===== config.mk =====
export PLATFORM = sky130hd
export DESIGN_NAME = multicycle_control_unit
export DESIGN_NICKNAME = d
export VERILOG_FILES = /design/src/rtl/multicycle_control_unit.sv
export SDC_FILE = /design/constraint.sdc
export NUM_CORES = 1
export LEC_CHECK = 0
export BUFFER_PORTS_ARGS = -buffer_cell sky130_fd_sc_hd__buf_4
export CAP_MARGIN = 20
export CORE_MARGIN = 1
export CORE_UTILIZATION = 47
export DETAILED_ROUTE_END_ITERATION = 10
export GPL_ROUTABILITY_DRIVEN = 0
export PLACE_DENSITY = 0.74
export RECOVER_POWER = 100
export REMOVE_ABC_BUFFERS = 1
export SLEW_MARGIN = 40
export SYNTH_ARGS = -nofsm -noshare
export SYNTH_HDL_FRONTEND = slang
export SYNTH_SLANG_ARGS = --single-unit

===== constraint.sdc =====
create_clock -name clk -period 1.43 [get_ports clk]
set_input_delay 0.3575 -clock clk [delete_from_list [all_inputs] [get_ports clk]]
set_output_delay 0.3575 -clock clk [all_outputs]
set_load 0.05 [all_outputs]

===== src/rtl/multicycle_control_unit.sv =====
// multicycle_control_unit: FETCH/DECODE/EXEC/MEM/WB/TRAP sequencer for a multicycle RV32 subset datapath.
module multicycle_control_unit #(
  parameter int ALU_OP_W    = 3,
  parameter int MEM_TIMEOUT = 16
) (
  input  logic                clk,
  input  logic                rst_n,
  input  logic [6:0]          opcode,
  input  logic                instr_valid,
  input  logic                mem_ready,
  input  logic                trap_ack,
  output logic                fetch_req,
  output logic                ir_write,
  output logic                pc_write,
  output logic                reg_write,
  output logic                alu_src,
  output logic                branch,
  output logic                jump,
  output logic                mem_read,
  output logic                mem_write,
  output logic [ALU_OP_W-1:0] alu_op,
  output logic                trap,
  output logic                trap_cause,
  output logic [2:0]          state_dbg
);
  typedef enum logic [2:0] {FETCH = 3'd0, DECODE = 3'd1, EXEC = 3'd2, MEM = 3'd3, WB = 3'd4, TRAP = 3'd5} state_t;
  localparam logic [7:0] LAST = 8'(MEM_TIMEOUT - 1);
  state_t state, state_nx;
  logic [6:0] opcode_q;
  logic [7:0] cnt;
  logic cause_q, cause_nx;
  logic is_r, is_i, is_ld, is_st, is_br, is_jal, legal;
  assign is_r   = opcode_q == 7'b0110011;
  assign is_i   = opcode_q == 7'b0010011;
  assign is_ld  = opcode_q == 7'b0000011;
  assign is_st  = opcode_q == 7'b0100011;
  assign is_br  = opcode_q == 7'b1100011;
  assign is_jal = opcode_q == 7'b1101111;
  assign legal  = is_r | is_i | is_ld | is_st | is_br | is_jal;
  assign state_dbg = state;
  // The wait counter is held at zero outside MEM, so it is already clear on MEM entry.
  always_ff @(posedge clk or negedge rst_n) begin
    if (!rst_n) begin
      state    <= FETCH;
      opcode_q <= '0;
      cnt      <= '0;
      cause_q  <= 1'b0;
    end else begin
      state   <= state_nx;
      cause_q <= cause_nx;
      if (ir_write) opcode_q <= opcode;
      cnt <= (state != MEM) ? 8'd0 : (mem_ready ? cnt : cnt + 8'd1);
    end
  end
  always_comb begin
    state_nx   = state;
    cause_nx   = cause_q;
    fetch_req  = 1'b0;
    ir_write   = 1'b0;
    pc_write   = 1'b0;
    reg_write  = 1'b0;
    alu_src    = 1'b0;
    branch     = 1'b0;
    jump       = 1'b0;
    mem_read   = 1'b0;
    mem_write  = 1'b0;
    alu_op     = '0;
    trap       = 1'b0;
    trap_cause = 1'b0;
    case (state)
      FETCH: begin
        fetch_req = rst_n;
        ir_write  = rst_n & instr_valid;
        state_nx  = instr_valid ? DECODE : FETCH;
      end
      DECODE: begin
        state_nx = legal ? EXEC : TRAP;
        cause_nx = legal ? cause_q : 1'b0;
      end
      EXEC: begin
        alu_src  = is_i | is_ld | is_st;
        alu_op   = (is_r | is_i) ? ALU_OP_W'(2) : (is_br ? ALU_OP_W'(1) : ALU_OP_W'(0));
        branch   = is_br;
        jump     = is_jal;
        pc_write = is_br | is_jal;
        state_nx = is_br ? FETCH : ((is_ld | is_st) ? MEM : WB);
      end
      MEM: begin
        mem_read  = is_ld;
        mem_write = is_st;
        pc_write  = mem_ready & is_st;
        state_nx  = mem_ready ? (is_st ? FETCH : WB) : (cnt >= LAST ? TRAP : MEM);
        cause_nx  = (!mem_ready && cnt >= LAST) ? 1'b1 : cause_q;
      end
      WB: begin
        reg_write = 1'b1;
        pc_write  = ~is_jal;
        state_nx  = FETCH;
      end
      TRAP: begin
        trap       = 1'b1;
        trap_cause = cause_q;
        state_nx   = trap_ack ? FETCH : TRAP;
      end
      default: state_nx = FETCH;
    endcase
  end
endmodule


==> flow_summary.toml <==
[sta]
finalCritPeriodShare_pct = 143
worst_pin_slew_ps = 1020
setup_ws_ps = -608
finalSetupViolCount = 25
fmax_ghz = 0.491
grt_setup_unrepaired = "yes"
period_minus_slack_ps = 2040
slew_violations = 0
slew_headroom_pct = 31.7
skew_ps = 3.33
setup_tns_ps = -8440
hold_viol_final = 0

[cts]
cts_root_buf = "clkbuf_4"
cts_tree = "built"
clk_pin_slew_ps = 120
hold_buffers = 0
clk_path_buf_depth = 2
htree_levels = 1
cts-buffers-inserted = 3
clk_latency_ps = 310
cts_sinks = 19

[power_and_ir_drop]
p_comb_share_pct = 66.2
intPower_mw = 1.92
swShare_pct = 43.4
clkPwrFrac_pct = 8.6
fin_total_pwr_mw = 3.40
p_switching_mw = 1.47
powerDensity_mw_per_mm2 = 1690
p_leak_nw = 0.946
vdd_drop_max_mv = 1.84
p_seq_share_pct = 25.3

[grt]
gr-total-overflow = 0
grt_max_degree = 20
grt_pass1_vias = 1197
grt_antenna_before_repair = 0
track_usage_pct = 27.7
grt_pass1_wl_um = 5460

[floorplan]
dieArea_mm2 = 0.00278
die_h_um = 52.8
fp.dieW_um = 52.8
coreArea_mm2 = 0.00245
rows = 18
initial_core_util_pct = 49.3
top_level_ports = 29

[synth]
synth_xor_area_share_pct = 5.79
yosys.area.top_type = "dfrtp_1"
ys_ff_latch = 19
syn-cell-area_mm2 = 0.00121
synth_fa_ha_area_share_pct = 1.03
synth_compound_area_share_pct = 10.3
yosys.area.top_type_share_pct = 39.3
syn_area_per_cell_um2 = 10.3
syn_inst = 118
synth_top_family_by_area = "simple AND/OR/NAND/NOR gates"
synthMuxAreaShare_pct = 8.26
synth-simple-area-share_pct = 30.7
ys_seq_area_share_pct = 39.3
synthTopCellsByArea = "dfrtp_1 39%, mux2_4 7.4%, nor2_1 4.0%"
yosys_warnings = 0
yosysUniqueCellTypes = 45

[finish]
instances_no_fill = 209
final_common_cell = "buf_4"
n_antenna_cell = 0
final_nets = 193
final_area_mm2 = 0.00201
layout_common_cells = "31 x buf_4, 21 x buf_6, 16 x dfrtp_1"
drive_gt1_share_pct = 59.2
areaGrowthSynthToFinish_pct = 65.8
final_util_pct = 81.8

[min_path]
hold_class = "input port to register"

[routing]
drtIter0Drc = 20
drcViolationCount = 0
via_per_inst = 5.67
drt-total-wl_um = 4080
wire_per_inst_um = 19.5
antenna_left = 0
drt_first_pass_iters = 4
num_vias = 1186

[placement]
portBuffers = 27
dpl_cell_area_mm2 = 0.00160
hpwlAfterDp_um = 2110
place_inst = 194

[setup_path]
setup.worst_path.end_class = "output pin"
cp_num_buf_inv = 1
worst_path_dominant_cell_family = "simple AND/OR/NAND/NOR gates"
cpPeakStageDelay_ps = 450
cp.required_ps = 1070
worstSetupPathType = "register to output pin"
reg2reg_setup_slack_ps = -240
cp_slowest_cell = "dfrtp_1"
worstPathArrival_ps = 1680
critical_path_peak_fanout = 3
crit_path_start_kind = "register"
worstPathCellList = "and2_1 -> and3_4 -> nand2_2 -> nor3_2 -> buf_6"

[status]
status = "finished, violations left"
violations = "negative setup slack"

[job]
maxCapViolCount = 0
==> sequential cells by signal, summed over array words and instances, names as in the netlist <==
name and flops:
state_dbg 3, cnt 8, cause_q 1, opcode_q 7
==> routing by layer <==
metal,vias up,GRT usage [%],wire length (um)
met3,6,3.19,192
met4,0,9.21,73
met2,48,51.3,2300
met1,598,32.6,1520
met5,-,0,0
li1,534,-,-
==> path summary, 6_finish.rpt <==
kind | from | end | depth (start not counted)
max in group asynchronous | rst_n | state_dbg[0] | 2
worst min-delay path | opcode[4] | opcode_q[4] | 2
worst max-delay path | opcode_q[0] | alu_op[0] | 5
min in group asynchronous | rst_n | cnt[5] | 2
worst max register to register | state_dbg[2] | opcode_q[5] | 5
worst min register to register | cause_q | cause_q | 1
==> Yosys cell counts, drive strengths merged <==
| library cell | n |
|---|---|
| o21ai | 4 |
| or4 | 1 |
| nand3 | 2 |
| a21o | 1 |
| and2 | 3 |
| nor4b | 3 |
| a21oi | 1 |
| nor3b | 2 |
| xnor2 | 4 |
| ha | 1 |
| nand4 | 2 |
| nand4bb | 1 |
| nor2b | 3 |
| o211ai | 2 |
| nand2b | 4 |
| a2bb2oi | 1 |
| mux2 | 6 |
| nand3b | 4 |
| conb | 1 |
| buf | 6 |
| o311ai | 1 |
| xor2 | 4 |
| and2b | 2 |
| o2bb2ai | 1 |
| nand2 | 9 |
| inv | 3 |
| and3 | 4 |
| and3b | 1 |
| dfrtp | 19 |
| nor2 | 13 |
| a31oi | 2 |
| nor3 | 3 |
| mux2i | 1 |
| o21bai | 2 |
| o2111ai | 1 |
==> per-stage QoR <==
stage	worst slack, ps	hold slack (ps)
3_3_place_gp	-230	351
5_1_grt	-680	256
3_5_place_dp	-298	352
6_report	-608	272
2_1_floorplan	-1610	61.9
4_1_cts	-542	14.8
==> repair_timing <==
item / CTS / global route
endpoints found under the setup margin: 24 / 27
pin swaps: 11 / 14
resized for setup: 47 / 28
buffers inserted: 8 / 7
==> power groups by stage <==
stage	registers [mW]	clock network, mW	logic [mW]
floorplan	0.982	0	0.734
global placement	0.783	0	1.50
detailed placement	0.793	0	1.54
CTS	0.823	0.285	1.92
global route	0.867	0.313	2.34
finish	0.858	0.291	2.25
==> cell families (layout without fill, tap and decap cells) <==
family	Yosys count	after routing
AOI/OAI and AO/OA	16	16
buffers and inverters	9	70
DFF	19	19
and+or+nand+nor	57	57
xor gates and xnor gates	8	8
other	1	1
adders and majority gates	1	1
muxes	7	7
==> area by class of cell <==
class | instances | area, um2
Multi-Input combinational cell | 90 | 838
Sequential cell | 19 | 479
Timing Repair Buffer | 63 | 612
Clock buffer | 3 | 22.5
Tap cell | 30 | 37.5
Inverter | 3 | 13.8
Clock inverter | 1 | 5.00
Fill cell | 134 | 447
Power figures use the tool's default switching activity.
